===== config.mk =====
export PLATFORM = sky130hd
export DESIGN_NAME = edge_event_arbiter
export DESIGN_NICKNAME = d
export VERILOG_FILES = /design/src/rtl/edge_arb_pkg.sv /design/src/rtl/edge_chan.sv /design/src/rtl/edge_event_arbiter.sv
export SDC_FILE = /design/constraint.sdc
export NUM_CORES = 1
export LEC_CHECK = 0
export ABC_AREA = 1
export CORE_UTILIZATION = 58
export CTS_BUF_LIST = sky130_fd_sc_hd__clkbuf_4 sky130_fd_sc_hd__clkbuf_8 sky130_fd_sc_hd__clkbuf_16
export CTS_CLUSTER_DIAMETER = 120
export DETAILED_ROUTE_END_ITERATION = 10
export HOLD_SLACK_MARGIN = 0.12
export PLACE_DENSITY_LB_ADDON = 0.1
export SKIP_CTS_REPAIR_TIMING = 1
export SKIP_LAST_GASP = 1
export SLEW_MARGIN = 20
export SYNTH_ARGS = -nofsm -noshare
export SYNTH_HDL_FRONTEND = slang
export SYNTH_SLANG_ARGS = --single-unit
export TNS_END_PERCENT = 5

===== constraint.sdc =====
create_clock -name clk -period 4.1 [get_ports clk]
set_clock_uncertainty 0.2 [all_clocks]
set_input_delay 0.82 -clock clk [delete_from_list [all_inputs] [get_ports clk]]
set_output_delay 0.82 -clock clk [all_outputs]
set_load 0.01 [all_outputs]

===== src/rtl/edge_arb_pkg.sv =====
// Shared constants and channel state encoding for the edge event arbiter.
// Optional build macro used by the top: EDGE_ARB_PRESCALE_EN.
package edge_arb_pkg;

   // Default configuration
   localparam int NCH_DEFAULT      = 4;
   localparam int PRESCALE_DEFAULT = 4;

   // Channel FSM state type; encoding 2'd3 is unreachable and recovers to ZERO
   typedef logic [1:0] edge_state_t;

   localparam edge_state_t ST_ZERO   = 2'd0;
   localparam edge_state_t ST_CHANGE = 2'd1;
   localparam edge_state_t ST_ONE    = 2'd2;

endpackage : edge_arb_pkg


===== src/rtl/edge_chan.sv =====
// Per-channel rising-edge qualifier. The FSM advances only on sample ticks,
// so a level must be seen high on a tick after being seen low on a tick.
// rise is combinational and marks the ZERO->CHANGE transition being taken
// on the current clock edge.
module edge_chan
   import edge_arb_pkg::*;
(
   input  logic clk,
   input  logic reset,
   input  logic tick,
   input  logic signal,
   output logic rise
);

   edge_state_t r_state;

   assign rise = tick & signal & (r_state == ST_ZERO);

   // Tick-gated ZERO/CHANGE/ONE state register with synchronous reset
   always_ff @(posedge clk) begin
      if (reset) begin
         r_state <= ST_ZERO;
      end else if (tick) begin
         case (r_state)
            ST_ZERO:   r_state <= signal ? ST_CHANGE : ST_ZERO;
            ST_CHANGE: r_state <= signal ? ST_ONE    : ST_ZERO;
            ST_ONE:    r_state <= signal ? ST_ONE    : ST_ZERO;
            default:   r_state <= ST_ZERO;
         endcase
      end
   end

endmodule : edge_chan


===== src/rtl/edge_event_arbiter.sv =====
// Edge event arbiter: NCH channel edge detectors feed a pending vector that
// a round-robin arbiter drains into a single registered event output.
// Optional macro EDGE_ARB_PRESCALE_EN: when defined, channel FSMs advance
// only once every PRESCALE clocks; otherwise they advance every clock.
//
// Handshake: evt_valid/evt_id are registered. An event transfers on a clock
// edge where evt_valid and evt_ready are both high. While evt_valid is high
// and evt_ready is low the event is held unchanged. The output register
// reloads when it is empty or its current event is being accepted.
module edge_event_arbiter
   import edge_arb_pkg::*;
#(
   parameter int NCH      = NCH_DEFAULT,
   parameter int PRESCALE = PRESCALE_DEFAULT
)
(
   input  logic                     clk,
   input  logic                     reset,
   input  logic [NCH-1:0]           signal,
   output logic                     evt_valid,
   output logic [$clog2(NCH)-1:0]   evt_id,
   input  logic                     evt_ready,
   output logic [NCH-1:0]           ovf,
   input  logic                     ovf_clr
);

   localparam int IDW = $clog2(NCH);

   // Parameter legality checks at elaboration
   if (NCH < 2 || NCH > 16) begin : g_bad_nch
      $error("edge_event_arbiter: NCH must be in 2..16");
   end
   if (PRESCALE < 2) begin : g_bad_prescale
      $error("edge_event_arbiter: PRESCALE must be >= 2");
   end

   logic             w_tick;
   logic [NCH-1:0]   w_rise;
   logic             w_load;
   logic             w_any;
   logic             w_found;
   logic [IDW-1:0]   w_grant;
   logic [NCH-1:0]   w_grant_clr;
   logic [NCH-1:0]   w_pending_nxt;
   logic [NCH-1:0]   w_ovf_set;

   logic [NCH-1:0]   r_pending;
   logic [NCH-1:0]   r_ovf;
   logic             r_evt_valid;
   logic [IDW-1:0]   r_evt_id;
   logic [IDW-1:0]   r_ptr;

`ifdef EDGE_ARB_PRESCALE_EN
   localparam int PW = $clog2(PRESCALE);

   logic [PW-1:0] r_pre_cnt;

   // Free-running sample counter 0..PRESCALE-1
   always_ff @(posedge clk) begin
      if (reset) begin
         r_pre_cnt <= '0;
      end else if (r_pre_cnt == PW'(PRESCALE - 1)) begin
         r_pre_cnt <= '0;
      end else begin
         r_pre_cnt <= r_pre_cnt + 1'b1;
      end
   end

   assign w_tick = (r_pre_cnt == PW'(PRESCALE - 1));
`else
   assign w_tick = 1'b1;
`endif

   for (genvar gi = 0; gi < NCH; gi++) begin : g_chan
      edge_chan u_chan (
         .clk    (clk),
         .reset  (reset),
         .tick   (w_tick),
         .signal (signal[gi]),
         .rise   (w_rise[gi])
      );
   end

   assign w_load = ~r_evt_valid | evt_ready;
   assign w_any  = |r_pending;

   // Round-robin search starting just after the last granted channel
   always_comb begin
      int unsigned   idx;
      logic [IDW-1:0] sel;
      w_found = 1'b0;
      w_grant = '0;
      idx     = 0;
      sel     = '0;
      for (int k = 1; k <= NCH; k++) begin
         idx = (int'(r_ptr) + k) % NCH;
         sel = IDW'(idx);
         if (!w_found && r_pending[sel]) begin
            w_found = 1'b1;
            w_grant = sel;
         end
      end
   end

   // Next pending vector and overflow detection; a new edge beats a grant
   always_comb begin
      w_grant_clr   = '0;
      w_pending_nxt = '0;
      w_ovf_set     = '0;
      for (int i = 0; i < NCH; i++) begin
         w_grant_clr[i]   = w_load & w_found & (w_grant == IDW'(i));
         w_pending_nxt[i] = w_rise[i] | (r_pending[i] & ~w_grant_clr[i]);
         w_ovf_set[i]     = w_rise[i] & r_pending[i] & ~w_grant_clr[i];
      end
   end

   // Pending and sticky overflow registers; a new overflow beats ovf_clr
   always_ff @(posedge clk) begin
      if (reset) begin
         r_pending <= '0;
         r_ovf     <= '0;
      end else begin
         r_pending <= w_pending_nxt;
         r_ovf     <= (r_ovf & ~{NCH{ovf_clr}}) | w_ovf_set;
      end
   end

   // Output event register and round-robin pointer
   always_ff @(posedge clk) begin
      if (reset) begin
         r_evt_valid <= 1'b0;
         r_evt_id    <= '0;
         r_ptr       <= IDW'(NCH - 1);
      end else if (w_load) begin
         if (w_any) begin
            r_evt_valid <= 1'b1;
            r_evt_id    <= w_grant;
            r_ptr       <= w_grant;
         end else begin
            r_evt_valid <= 1'b0;
         end
      end
   end

   assign evt_valid = r_evt_valid;
   assign evt_id    = r_evt_id;
   assign ovf       = r_ovf;

endmodule : edge_event_arbiter


* Word level (Yosys, flattened, before mapping)
Cells that the tools add are included.
** Cells by class
- $add $sub $neg :: 4
- $lt $le $gt $ge :: 4
- Equal/unequal tests :: 11
- Mux-type cells :: 29
- Bitwise gates (word level) :: 34
- Reduce and logical (&&, ||, !) cells :: 17
** Operators with widths (number)
- 1-bit bitwise AND :: 21
- 2-bit 2-to-1 mux :: 8
- 2-bit case mux with 2 select lines :: 4
- 1-bit 2-to-1 mux :: 13
- 2-bit == test, second input constant :: 6
- 2-bit by 3-bit less-than comparator with 1-bit output, second input constant :: 4
- 2-bit by 1-bit == test with 1-bit output, second input constant :: 5
- 2-bit logical NOT :: 5
- 1-bit binary-select mux with 2-bit select :: 4
- 2-bit OR reduction :: 4
- 1-bit inverter :: 5
- 1-bit OR :: 5
- 2-bit by 1-bit adder with 2-bit output, second input constant :: 2
- 2-bit adder, second input constant :: 2
- 4-bit bitwise AND :: 1
- 4-bit inverter :: 1
- 4-bit OR :: 1
- 4-bit OR reduction :: 1
- 1-bit logical AND :: 3
- 1-bit logical NOT :: 3
- 2-bit AND reduction :: 1
** Storage, ports and cells
- Bits in registers :: 21
- Word-level logic and storage cells :: 108

* Depth between registers and ports, before layout
- Depth after elaboration :: 18
- Mapped depth :: 14
- Gate-level depth less buffers :: 13

* Cells and area by module
A second synthesis with hierarchy kept.
** Second synthesis, totals
- Cells, all modules :: 201
- Area total of the unflattened synthesis :: 1457.6 um2
** By module, submodules not included
- edge_event_arbiter :: times used 1, cells each 129, area each 907.1 um2
- edge_chan :: times used 4, cells each 18, area each 137.6 um2

* Least setup slack after synthesis
OpenSTA, ideal clock, no wires.
- Kind :: input to register
- From :: input port evt_ready
- To :: register r_pending[3]
- Setup time :: 68 ps
- Arrival :: 1588 ps
- Required time :: 3832 ps
- Slack :: 2244 ps
- Cell stages on the path :: 7
- Path buffers :: 0
- Cell sequence :: o21ai_0 inv_1 nand3_2 inv_2 nand2_2 nand2_1 a21oi_2
** On the way
- Cells in the longest elaborated chain, start to end :: 6
** RTL lines
- start: declaration :: line edge_event_arbiter.sv:22 : input logic evt_ready,
- 1-bit OR :: line edge_event_arbiter.sv:84 : assign w_load = ~r_evt_valid | evt_ready;
- 1-bit bitwise AND (2 in a row) :: line edge_event_arbiter.sv:111 : w_grant_clr[i] = w_load & w_found & (w_grant == IDW'(i));
- 1-bit inverter :: line edge_event_arbiter.sv:112 : w_pending_nxt[i] = w_rise[i] | (r_pending[i] & ~w_grant_clr[i]);
- 1-bit bitwise AND :: line edge_event_arbiter.sv:112
- 1-bit OR :: line edge_event_arbiter.sv:112
- end signal: assignment :: line edge_event_arbiter.sv:123 : r_pending <= w_pending_nxt;
- end: declaration :: line edge_event_arbiter.sv:47 : logic [NCH-1:0] r_pending;
Every way passes these cells.
A chain may end at the register's enable or synchronous reset.

* Worst setup path after layout
- From :: register r_ovf[2] (netlist: ovf[2])
- To :: output port ovf[2]
** RTL lines
- start: declaration :: line edge_event_arbiter.sv:48 : logic [NCH-1:0] r_ovf;
- start signal: assignment :: line edge_event_arbiter.sv:124 : r_ovf <= (r_ovf & ~{NCH{ovf_clr}}) | w_ovf_set;
- end: declaration :: line edge_event_arbiter.sv:23 : output logic [NCH-1:0] ovf,
No word-level cell between the ends.

==> impl_metrics.py <==
metrics = {
    "worst_setup_path": {
        "r2r_start": "r_ptr[0]",
        "cp-end-kind": "output port",
        "critPathKind": "flip-flop to output port",
        "cp_slowest_cell": "clkdlybuf4s50_1",
        "cpPeakStageDelay_ps": 530,
        "crit_cells": 1,
        "r2r-end": "r_pending[0]",
        "crit_arrival_ps": 1190,
        "start_kind": "flip-flop",
        "endpoint": "ovf[2]",
        "path_cells": "clkdlybuf4s50_1",
        "startpoint": "ovf[2]",
        "ff2ff_setup_slack_ps": 2100,
        "path_max_fanout": 2,
        "r2r_cells": 11,
        "critPathTopFamily": "buffers and inverters",
        "path_buf_inv": 1,
        "cp.required_ps": 3080,
    },
    "die": {
        "ioPinCount": 15,
        "die_w_microns": 47.1,
        "rows": 15,
        "die_y_microns": 47.1,
        "core_sq_um": 1820,
        "start_util_pct": 64.9,
        "dieArea_sq_um": 2220,
    },
    "global_routing": {
        "grt_pass1_vias": 877,
        "grt_start_max_net_pins": 14,
        "grt_pass1_wl_mm": 3.49,
        "antenna_found_initial": 0,
        "overflow": 0,
        "grt_use_total_pct": 22.0,
    },
    "drt": {
        "postRouteAntennaNets": 0,
        "drc": 0,
        "wire_per_inst_microns": 10.7,
        "vias": 1020,
        "drt_iter0_markers": 24,
        "routed_wl_mm": 2.17,
        "drt-pass1-iter-count": 4,
        "via_per_inst": 5.02,
    },
    "cells_and_area": {
        "antennaDiodeCount": 0,
        "syn2layout_area_growth_pct": 14.9,
        "fin_nets": 195,
        "drive_gt1_share_pct": 18.0,
        "fin_util_pct": 74.6,
        "nFillCells": 137,
    },
    "cts": {
        "cts.sink_count": 21,
        "cts_tree": "yes",
        "numCtsBuffers": 3,
        "clk_latency_ps": 300,
        "htreeDepth": 1,
        "clock_path_buffers": 2,
        "clk_pin_slew_ps": 110,
        "cts_root_buf": "clkbuf_4",
    },
    "logic_synthesis": {
        "synth_area_sq_um": 1180,
        "async_flop_share_pct": 0,
        "avgSynthCellArea_sq_um": 7.25,
        "yosys_register_bits": 21,
        "synthTopCellsByCount": "47 x nand2_1, 21 x dfxtp_1, 21 x inv_1",
        "synth_cell_types": 22,
        "ys.flop_type": "dfxtp_1",
        "yosysSeqAreaShare_pct": 35.6,
        "synthMostInstantiatedCell": "nand2_1",
        "yosys_warnings": 0,
        "syn_nets": 179,
        "synth-edff-count": 0,
        "syn_inst": 163,
        "ys_top_cells_by_area": "dfxtp_1 36%, nand2_1 15%, ha_1 8.5%",
        "synth_top_area_cell": "dfxtp_1",
        "synth_top_area_share_pct": 35.6,
    },
    "place": {
        "place_ws_ps": 1630,
        "hpwl_mm": 1.76,
        "portBuffers": 14,
        "place_congestion": 0.791,
    },
    "timing": {
        "hold_viol": 0,
        "tns_ps": 0,
        "rsz0062_at_grt": "false",
        "layout_setup_ws_ps": 1890,
        "finalSetupViolations": 0,
        "max_freq_mhz": 453,
        "hold_ws_ps": 274,
        "worst_pin_slew_ps": 477,
        "slew_viol_final": 0,
        "slew_headroom_pct": 68.1,
        "period_needed_ps": 2210,
        "period_share_pct": 53.9,
    },
    "worst_hold_path": {
        "hold_class": "flip-flop to flip-flop",
    },
    "power_and_ir_drop": {
        "p_leak_nw": 0.622,
        "ir_worst_vdd_mv": 0.371,
        "powerDensity_nw_per_um2": 515,
    },
    "run_status": {
        "outcome": "finished clean",
    },
    "flow_run": {
        "drv_cap": 0,
    },
}
==> cell usage in the layout (no fill, tap or decap) <==
| master | Yosys | layout |
|---|---|---|
| a21oi_1 | 7 | 7 |
| a21oi_2 | 4 | 4 |
| buf_4 | 0 | 1 |
| clkbuf_4 | 0 | 3 |
| clkdlybuf4s50_1 | 0 | 14 |
| clkinv_2 | 0 | 1 |
| dfxtp_1 | 21 | 21 |
| ha_1 | 8 | 8 |
| inv_1 | 21 | 21 |
| inv_2 | 2 | 2 |
| inv_4 | 1 | 1 |
| inv_6 | 1 | 1 |
| nand2_1 | 47 | 47 |
| nand2_2 | 14 | 14 |
| nand2_4 | 1 | 1 |
| nand3_1 | 5 | 5 |
| nand3_2 | 2 | 2 |
| nand4_1 | 4 | 4 |
| nor2_1 | 11 | 11 |
| nor2_4 | 1 | 1 |
| nor3_1 | 4 | 4 |
| o211ai_1 | 2 | 2 |
| o21ai_0 | 2 | 2 |
| o21ai_4 | 1 | 1 |
==> kinds of logic after synthesis <==
kind of cell               after synthesis  synth area share, %
adders and majority gates                8                 8.47
and+or+nand+nor                         89                 35.4
DFF                                     21                 35.6
buffers and inverters                   29                 11.1
AOI/OAI and AO/OA                       16                 9.43
==> how the worst min path moves through the flow <==
stage	from	to	slack, ps	cells past startpoint
2_1_floorplan	r_pending[1]	r_pending[1]	270	2
3_3_place_gp	ovf[3]	ovf[3]	260	2
3_5_place_dp	evt_id[0]	evt_id[0]	260	2
4_1_cts	evt_id[0]	evt_id[0]	280	2
5_1_grt	evt_id[1]	evt_id[1]	300	2
6_report	evt_id[1]	evt_id[1]	270	2
==> power breakdown <==
group	switching (mW)	leakage, nW	internal, mW
registers	0.0382	0.173	0.232
clock network	0.0602	0.0177	0.0364
logic	0.205	0.431	0.127
==> per-layer routing <==
layer	part of all wire, %	GRT usage (%)	up-vias	wire (microns)
met5	0	0	-	0
met4	1.1	6.86	0	23
met3	3.6	3.46	5	78
met2	49	38.3	23	1060
met1	46	27.8	456	1010
li1	-	-	536	-
==> final cells by class <==
type,count,area [sq um],share of cell area (%)
sequential,21,420,31.0
clock buffer,3,22.5,1.66
multi-input combinational,113,629,46.4
clock inverter,1,5.00,0.369
timing repair buffer,15,148,10.9
inverter,25,101,7.47
tap,25,31.3,2.30
==> sequential cells by signal, summed over array words and instances, names as in the netlist <==
| signal | cells |
|---|---|
| r_pending | 4 |
| evt_valid | 1 |
| evt_id | 2 |
| r_ptr | 2 |
| ovf | 4 |
| g_chan.u_chan.r_state | 8 |
==> metrics by stage <==
stage	instances	power, mW	instance area (sq um)
3_5_place_dp	199	0.603	1330
5_1_grt	203	0.748	1360
3_3_place_gp	199	0.593	1330
4_1_cts	203	0.699	1360
6_report	203	0.699	1360
2_1_floorplan	163	0.538	1180
Note: power is estimated with default switching activity, not from simulation.
==> edit, RTL diff (same settings) <==
Add a define of `EDGE_ARB_PRESCALE_EN`.
--- a/src/rtl/edge_event_arbiter.sv
+++ b/src/rtl/edge_event_arbiter.sv
@@ -8,4 +8,6 @@
 // and evt_ready is low the event is held unchanged. The output register
 // reloads when it is empty or its current event is being accepted.
+`define EDGE_ARB_PRESCALE_EN
+
 module edge_event_arbiter
    import edge_arb_pkg::*;
Check against the original RTL: not equivalent (a bounded check fails within 4 cycles, from zero or initial values and one cycle with reset high).
==> edit against the original RTL <==
Final cell count increased by 6.9%. Power is 15% higher. Hold slack got worse by 41 ps. Setup slack got worse by 18 ps. Final area up 11%. First-iteration DRC count grew 79%. Count of clock-buffer cells in the layout grew 1. Sequential share of layout area down 0.50 points. Fmax decreased by 0.83%. Routed wire length grew 16%. Sequential cell count rose by 2. Area after synthesis is 15% higher. Die area up 14%. Critical path type unchanged. Largest power group unchanged.
==> edit: results (changes against the original RTL) <==
status - finished clean
Final Wtd Congestion - 0.810 (+2.4%)
Worst VDD drop - 0.347 mV (-6.6%)
top_reg_cell synth - dfxtp_1
largest net degree at the start of global routing - 13 (-1)
DP Wirelength - 2.03 mm (+16%)
nets@finish - 207 (+6.2%)
critical path data arrival time - 1210 ps (+20 ps)
first-pass GRT wire length - 4.33 mm (+24%)
largest cells by area after synthesis - dfxtp_1 34%, nand2_1 9.4%, ha_1 8.3%
top post-synthesis cells by count - 34 x nand2_1, 24 x inv_1, 23 x dfxtp_1
Place WS - 1620 ps (-9.56 ps)
H-Tree Depth - 1 (unchanged)
crit path max-delay cell type - clkdlybuf4s50_1
routed len/inst - 11.7 microns (+9.0%)
hold path start - r_pre_cnt[0]$_SDFF_PP0_
GRT Util Overall - 22.2% (+0.27 points)
Area after DPL - 1480 sq um (+11%)
commonest non-fill, non-tap cell in the layout - nand2_1
Mapped Nets - 194 (+8.4%)
ant diodes - 0 (unchanged)
FFs w/ async S/R, synth - 0% (unchanged)
Detailed Route Iter0 Violations - 43 (+79%)
proportion of layout cells with a drive suffix above 1 - 14.3% (-3.7 points)
leak pwr - 0.660 nW (+6.2%)
max_slew headroom - 67.0% (-1.1 points)
DR vias - 1179 (+16%)
number of global-route vias before repair - 1039 (+18%)
Seq/Total Area, Yosys - 34.0% (-1.6 points)
Yosys cell types - 25 (+14%)
edit: metrics by stage:
step	total power [mW]	cells
global placement	0.688	213
detailed placement	0.699	213
CTS	0.808	217
global route	0.873	217
finish	0.806	217
floorplan	0.638	177
edit: where the power goes:
part | total [mW] | internal (mW) | switching [mW] | leakage, nW
Combinational | 0.420 | 0.150 | 0.270 | 0.455
Clock | 0.111 | 0.0447 | 0.0664 | 0.0184
Sequential | 0.275 | 0.249 | 0.0266 | 0.187
Total | 0.806 | 0.444 | 0.363 | 0.660
edit: final cells by class:
cell class / count / area [sq um]
repair buffers: 14 / 140
inverters: 26 / 100
multi-input cells: 122 / 746
well taps: 28 / 35.0
fillers: 183 / 701
clock buffers: 4 / 30.0
flip-flops and latches: 23 / 460
edit: worst register-to-register path: cells and delay by family, from the launching register on:
kind	cells	cell delay (ps)
buf+inv	1	130
flops	1	530
simple gates	9	990
compound gates	1	70
edit: cell families after synthesis:
kind of cell	share of synthesized area, %
buffers and inverters	10.8
AO/OA/AOI/OAI	8.60
flip-flops	34.0
AND/OR/NAND/NOR	38.2
adder cells (fa/ha/maj)	8.33
edit: worst paths after layout:
path,end,slack (ps),depth (start not counted)
max,ovf[2],1870,1
min,r_pre_cnt[0]$_SDFF_PP0_,230,1
max reg2reg,ovf[3]$_SDFF_PP0_,2040,11
min reg2reg,r_pre_cnt[0]$_SDFF_PP0_,230,1
edit: per-layer routing:
layer | part of all wire, % | GRT usage (%)
met2 | 49 | 37.3
met3 | 3.8 | 3.94
met5 | 0 | 0
met1 | 45 | 27.3
met4 | 2.2 | 10.6
